===== src/rtl/mem_port_arbiter.sv =====
// Data-side RAM port arbiter: the CPU has fixed priority, and the external masters share
// the port round-robin with a forced slot once a request has been starved for STARVE_LIMIT cycles.
module mem_port_arbiter #(
  parameter int NUM_EXT      = 2,
  parameter int STARVE_LIMIT = 8
) (
  input  logic                    clk,
  input  logic                    rst_n,
  input  logic                    cpu_req,
  input  logic [17:0]             cpu_addr,
  input  logic [3:0]              cpu_we,
  input  logic [31:0]             cpu_wdata,
  output logic [31:0]             cpu_rdata,
  output logic                    cpu_hold,
  input  logic [NUM_EXT-1:0]      ext_req,
  input  logic [18*NUM_EXT-1:0]   ext_addr,
  input  logic [4*NUM_EXT-1:0]    ext_we,
  input  logic [32*NUM_EXT-1:0]   ext_wdata,
  output logic [NUM_EXT-1:0]      ext_gnt,
  output logic [NUM_EXT-1:0]      ext_rvalid,
  output logic [31:0]             ext_rdata,
  output logic [17:0]             ram_addr,
  output logic [3:0]              ram_we,
  output logic [31:0]             ram_wdata,
  input  logic [31:0]             ram_rdata
);

  localparam int PW = (NUM_EXT > 1) ? $clog2(NUM_EXT) : 1;
  localparam int SW = $clog2(STARVE_LIMIT + 1);

  logic [PW-1:0]      rr_ptr;
  logic [SW-1:0]      starve_cnt;
  logic               ret_cpu;
  logic [NUM_EXT-1:0] ret_ext;
  logic [31:0]        cpu_last, ext_last;

  logic               force_ext, own_cpu, own_ext, hit_hi;
  logic [PW-1:0]      sel, sel_hi, sel_lo;

  // Rotating priority: the first requester at or above rr_ptr wins.
  // If there is none, the lowest-numbered requester wins (wrap).
  always_comb begin
    force_ext = (starve_cnt == SW'(STARVE_LIMIT)) && (|ext_req);
    own_cpu   = cpu_req && !force_ext;
    hit_hi    = 1'b0;
    sel_hi    = '0;
    sel_lo    = '0;
    for (int i = NUM_EXT - 1; i >= 0; i--) begin
      if (ext_req[i]) begin
        sel_lo = PW'(i);
        if (PW'(i) >= rr_ptr) begin
          sel_hi = PW'(i);
          hit_hi = 1'b1;
        end
      end
    end
    sel     = hit_hi ? sel_hi : sel_lo;
    own_ext = !own_cpu && (|ext_req);
  end

  always_comb begin
    ram_addr  = '0;
    ram_we    = '0;
    ram_wdata = '0;
    ext_gnt   = '0;
    if (own_cpu) begin
      ram_addr  = cpu_addr;
      ram_we    = cpu_we;
      ram_wdata = cpu_wdata;
    end else if (own_ext) begin
      ram_addr     = ext_addr[18*sel +: 18];
      ram_we       = ext_we[4*sel +: 4];
      ram_wdata    = ext_wdata[32*sel +: 32];
      ext_gnt[sel] = 1'b1;
    end
  end

  assign cpu_hold   = cpu_req && !own_cpu;
  assign ext_rvalid = ret_ext;
  assign cpu_rdata  = ret_cpu    ? ram_rdata : cpu_last;
  assign ext_rdata  = |ret_ext   ? ram_rdata : ext_last;

  always_ff @(posedge clk or negedge rst_n) begin
    if (!rst_n) begin
      rr_ptr     <= '0;
      starve_cnt <= '0;
      ret_cpu    <= 1'b0;
      ret_ext    <= '0;
      cpu_last   <= '0;
      ext_last   <= '0;
    end else begin
      if (own_ext)
        rr_ptr <= (sel == PW'(NUM_EXT - 1)) ? '0 : sel + PW'(1);
      if (own_ext || ext_req == '0)
        starve_cnt <= '0;
      else if (own_cpu && starve_cnt != SW'(STARVE_LIMIT))
        starve_cnt <= starve_cnt + SW'(1);
      // Only reads schedule a return on the following cycle.
      ret_cpu <= own_cpu && (cpu_we == 4'b0);
      ret_ext <= (own_ext && ram_we == 4'b0) ? ext_gnt : '0;
      if (ret_cpu)  cpu_last <= ram_rdata;
      if (|ret_ext) ext_last <= ram_rdata;
    end
  end

endmodule


===== config.mk =====
export PLATFORM = sky130hd
export DESIGN_NAME = mem_port_arbiter
export DESIGN_NICKNAME = d
export VERILOG_FILES = /design/src/rtl/mem_port_arbiter.sv
export SDC_FILE = /design/constraint.sdc
export NUM_CORES = 1
export LEC_CHECK = 0
export CORE_AREA = 2 2 126 128
export CTS_CLUSTER_DIAMETER = 50
export DETAILED_ROUTE_END_ITERATION = 8
export DIE_AREA = 0 0 128 130
export DONT_BUFFER_PORTS = 1
export PLACE_DENSITY_LB_ADDON = 0.15
export SYNTH_ARGS = -nofsm -noshare
export SYNTH_HDL_FRONTEND = slang
export SYNTH_SLANG_ARGS = --single-unit

===== constraint.sdc =====
create_clock -name clk -period 2.23 [get_ports clk]
set_input_delay 0.5575 -clock clk [delete_from_list [all_inputs] [get_ports clk]]
set_output_delay 0.5575 -clock clk [all_outputs]
set_load 0.005 [all_outputs]

# Word level (Yosys, flattened, before mapping)
# Index checks and enable logic that the tools add are counted.
# totals
regBits,72
output_inout_bits,123
# classes
add_sub_neg,2
mul,1
magnitude_cmp,4
n_eq_ne,2
shift,3
muxes,25
n_reduce_logical,17
# op_table
op,count
2-to-1 mux 32 bit,4
indexed part select 64 x 7 -> 32 bit,1
2-to-1 mux 18 bit,2
indexed part select 36 x 7 -> 18 bit,1
2-to-1 mux 4 bit,4
2-to-1 mux 1 bit,11
logical AND 1 bit,8
zero test 4 bit,2
indexed part select 8 x 4 -> 4 bit,1
2-to-1 mux 2 bit,3
"multiplier 4 x 1 -> 5 bit, first input constant",1
"adder 4 x 1 -> 4 bit, second input constant",1
"== test 4 bit, second input constant",1
"inequality test 4 bit, second input constant",1
OR reduction 2 bit,2
"greater-or-equal comparator 1 bit, first input constant",2
zero test 1 bit,2
zero test 2 bit,1
"less-than comparator 1 x 2 -> 1 bit, second input constant",1
nonzero test 2 bit,1
"adder 1 bit, second input constant",1
demux 1 bit (select 1 bit),1
"greater-or-equal comparator 1 bit, second input constant",1
logical OR 1 bit,1

# Longest topological paths before layout
# depth
depth_word,13
mapped_depth,7
depth_no_buf,5

# Least setup slack after synthesis
# No wires, ideal clock.
# synth_timing
path_kind,input-to-output
startpoint,in ext_req[1]
endpoint,out ram_addr[0]
arrival_ns,1.523
required_time_ns,1.673
setup_slack_ns,0.150
stages,6
path_cell_list,buf_4 > nor2_2 > o21ai_2 > buf_4 > buf_2 > a31oi_1
# synth_between
elab_chain_cells,8
word_cells_on_any_way,18
classes_between,mul: 1; shift: 1; mux: 10; reduce/logical: 6
# synth_lines
item,line_no,rtl
start: declaration,15,"input logic [NUM_EXT-1:0] ext_req,"
2-to-1 mux 1 bit or OR reduction 2 bit (tied branches),"49, 43, 58",
2-to-1 mux 1 bit or logical AND 1 bit (tied branches),"51, 43",
2-to-1 mux 1 bit or zero test 1 bit (tied branches),"49, 44",
2-to-1 mux 1 bit or logical AND 1 bit (tied branches),"57, 44",
multiplier 4 x 1 -> 5 bit or zero test 1 bit (tied branches),"71, 58",
indexed part select 36 x 7 -> 18 bit or logical AND 1 bit (tied branches),"71, 58",
2-to-1 mux 18 bit,70,end else if (own_ext) begin
2-to-1 mux 18 bit (*),66,if (own_cpu) begin
end: declaration,22,"output logic [17:0] ram_addr,"
# Every way passes the cells marked *; elsewhere a longest branch is shown, timed or not.

# Worst setup path in the final report
# layout_timing
startpoint,reg starve_cnt[1]
endpoint,out ram_wdata[21]
# layout_between
elab_chain_cells,8
# layout_lines
item,line_no,rtl
start: declaration,32,logic [SW-1:0] starve_cnt;
start signal: assignment,97,starve_cnt <= starve_cnt + SW'(1);
== test 4 bit (*),43,force_ext = (starve_cnt == SW'(STARVE_LIMIT)) && (|ext_req);
logical AND 1 bit (*),43,
zero test 1 bit (*),44,own_cpu = cpu_req && !force_ext;
logical AND 1 bit (*),44,
zero test 1 bit,58,own_ext = !own_cpu && (|ext_req);
logical AND 1 bit,58,
2-to-1 mux 32 bit,70,
2-to-1 mux 32 bit (*),66,
end: declaration,24,"output logic [31:0] ram_wdata,"
# Marks and branches as above.

==> results.yml <==
power_and_ir_drop:
  power_density_nw_per_um2: 737
  power_leakage_uw: 0.00223
  irDropWorstVdd_v: 0.000313
clock_tree:
  cts_made_buffers: 9
  clock_latency_ns: 0.33
  path_clk_slew_ns: 0.06
  clock_tree.buffer_depth: 2
  cts_tree: "done"
  cts.sinks: 72
  ctsHtreeMaxLevel: 3
  root_buffer: "clkbuf_16"
grt:
  first_global_vias: 3965
  grt_overflow: 0
  antenna_found_initial: 3
  grt_max_degree: 163
  grt_use_total_pct: 18.1
  grt_pass1_wl_microns: 23100
routing:
  firstDrtPassIters: 4
  remaining_drc_errors: 0
  wl_microns: 16500
  final_antenna_net_count: 0
  drtIter0Drc: 238
  wl_met3_microns: 1720
  wl_met1_microns: 6230
  wl_per_cell_microns: 24.3
  vias: 4194
  top_layer: "met5"
  via_per_inst: 6.17
  wl_met2_microns: 8250
cells_and_area:
  post-route-cell-area_sq_um: 5980
  fin_nets: 683
  multi_input_area_sq_um: 3110
  drive_gt1_share_pct: 29.8
  nFillCells: 1512
  register_area_sq_um: 1800
  area_growth_pct: 27.1
status:
  violations: "negative hold slack, negative setup slack"
  status: "finished, violations left"
placed_design:
  dpl_cell_area_sq_um: 4970
  dpl.hpwl_microns: 11400
  portBuffers: 0
  gp_congestion: 0.809
synthesis:
  synthesis.area_sq_um: 4700
  ys_seq_elements: 72
  yosysWarnings: 0
  syn_inst: 499
  synth_cell_types: 37
  syn_nets: 700
  ys_seq_area_share_pct: 38.3
  syn_area_per_cell_sq_um: 9.43
timing:
  slew_violations: 0
  timing.fmax_mhz: 410
  layout_setup_ws_ns: -0.209
  setup_viol: 55
  finalCritPeriodShare_pct: 109
  timing.clock.skew_ns: 0.00394
  relSlewSlack_pct: 71.6
  fin_crit_ns: 2.44
  tightest_slew_ns: 0.424
  rsz0062_at_grt: "true"
  whs_ns: -0.0792
  final_hold_viol_count: 72
  setup-tns-final_ns: -5.95
die:
  die-area_sq_um: 16600
  io_pins: 322
  core_sq_um: 15400
  die_width_microns: 128
  rows: 46
  start_util_pct: 30.5
  die_h_microns: 130
worst_setup_path:
  r2r_start: "starve_cnt[1]"
  worst_r2r_endpoint: "starve_cnt[2]"
  cp-startpoint: "starve_cnt[1]"
  crit_chain: "inv_1 > ha_2 > and3b_2 > buf_12 > a211oi_2 > a31oi_4 > buf_6"
  cp.depth: 7
  path_max_fanout: 25
  cp-end-kind: "output port"
  path_class: "flop to output port"
  cpLargestDelayFamily: "compound AO/OA/AOI/OAI gates"
  cp.arrival_ns: 1.88
  timing.critical_path.slowest_stage_cell: "dfrtp_1"
  regToRegSetupSlack_ns: 0.53
  worstPathRequired_ns: 1.67
  critPathLaunchType: "flop"
  r2r_cells: 9
  cp.buffers_inverters: 3
  endpoint: "ram_wdata[21]"
  cpPeakStageDelay_ns: 0.35
flow_run:
  timing.max_cap.violations: 0
worst_hold_path:
  hold_path_class: "input pin to asynchronous set/reset pin"
## power by group
part | switching (uW) | leakage, uW | internal, uW | total (uW)
Combinational | 701 | 0.00122 | 545 | 1250
Clock | 516 | 0.000142 | 893 | 1410
Sequential | 84.4 | 0.000874 | 1670 | 1750
Total | 1300 | 0.00223 | 3110 | 4410
## per-stage QoR
step,utilization [%],std cells,power (uW),setup slack (ns)
2_1_floorplan,-,499,2590,0.150
6_report,38.8,680,4410,-0.209
3_3_place_gp,32.2,650,2830,0.0899
4_1_cts,37.4,679,4420,-0.157
5_1_grt,38.7,679,4660,-0.272
3_5_place_dp,32.2,650,2860,0.0883
## layer usage
metal | GRT usage [%] | vias to the layer above
li1 | - | 1890
met4 | 6.40 | 2
met1 | 21.0 | 2032
met5 | 0 | -
met3 | 6.72 | 26
met2 | 31.0 | 244
## Yosys cell counts, drive strengths merged
library cell | number | share of area [%]
and3b | 1 | 0.19
clkbuf | 39 | 3.1
a211o | 1 | 0.19
a211oi | 51 | 8.1
and2 | 1 | 0.13
a32oi | 1 | 0.19
a21o | 51 | 8.1
o21ai | 52 | 5.6
or2 | 1 | 0.13
ha | 2 | 0.53
nand2 | 1 | 0.080
a21oi | 2 | 0.21
a31oi | 51 | 6.8
nand3b | 1 | 0.16
a21boi | 1 | 0.16
nand3 | 53 | 5.6
inv | 5 | 0.40
buf | 26 | 3.2
xor2 | 1 | 0.19
xnor2 | 1 | 0.19
nor4 | 2 | 0.27
dfrtp | 72 | 38
nand2b | 1 | 0.13
nor3 | 4 | 0.43
mux2 | 67 | 16
a32o | 3 | 0.64
nor2 | 5 | 0.45
and3 | 2 | 0.27
or4 | 1 | 0.16
## sequential cells by signal, indices dropped and copies added (netlist names)
name        count
ext_rvalid      2
cpu_last       32
rr_ptr          1
ext_last       32
starve_cnt      4
ret_cpu         1
## placed cells by master, fill, tap and decap left out, types with 2 or more instances in the layout
cell type	synthesis	final
diode_2	0	2
buf_4	3	15
a21o_1	51	51
a211oi_1	51	31
buf_6	2	5
inv_1	4	4
a211oi_4	0	3
a21oi_1	2	2
mux2_2	34	31
mux2_4	0	3
nor3_1	4	3
a32o_1	3	3
nor2_1	4	3
a31oi_2	0	11
nand3_1	53	53
o21ai_0	50	50
buf_12	0	15
clkbuf_16	0	10
dfrtp_1	72	72
nor2_2	1	2
clkinv_4	0	2
a211oi_2	0	17
a31oi_4	0	19
nor4_1	2	2
a31oi_1	51	21
mux2_1	33	33
and3_1	2	2
## final cells by class
| type | count | share of cell area [%] |
|---|---|---|
| antenna | 2 | 0.0837 |
| clock buffer | 11 | 4.06 |
| timing repair buffer | 37 | 8.52 |
| tap | 192 | 4.02 |
| multi-input combinational | 357 | 51.9 |
| sequential | 72 | 30.1 |
| clock inverter | 4 | 0.921 |
| inverter | 5 | 0.314 |
## cell families (layout without fill, tap and decap cells)
| logic type | after synthesis | count (layout) | share of synthesized area (%) |
|---|---|---|---|
| compound gates | 213 | 213 | 30.1 |
| xor+xnor | 2 | 2 | 0.372 |
| fa+ha+maj | 2 | 2 | 0.532 |
| buf+inv | 70 | 57 | 6.68 |
| flops | 72 | 72 | 38.3 |
| mux | 67 | 67 | 16.0 |
| other cells | 0 | 2 | 0 |
| simple gates | 73 | 73 | 8.03 |
## how the worst min path moves through the flow
| stage | start | to | depth (start not counted) |
|---|---|---|---|
| 2_1_floorplan | rst_n | cpu_last[0] | 0 |
| 3_3_place_gp | rst_n | cpu_last[13] | 0 |
| 3_5_place_dp | rst_n | cpu_last[13] | 0 |
| 4_1_cts | rst_n | cpu_last[13] | 0 |
| 5_1_grt | rst_n | ext_last[13] | 0 |
| 6_report | rst_n | cpu_last[13] | 0 |
## worst reg2reg max path, stage by stage, from the launching register on
cell	delay [ns]
dfrtp_1	0.38
inv_1	0.07
ha_2	0.18
nand3b_1	0.14
o21ai_4	0.22
buf_6	0.16
buf_12	0.11
clkbuf_16	0.15
buf_4	0.13
nor3_1	0.05
## repair_timing
action | 4_1_cts | 5_1_grt
resized for setup | 53 | 37
pin swaps | 2 | 3
setup buffers | 11 | 1
endpoints found under the hold margin | 72 | 72
cloned | 3 | 1
setup endpoints to repair | 56 | 57
No activity file was read; power rests on OpenSTA's default activity.
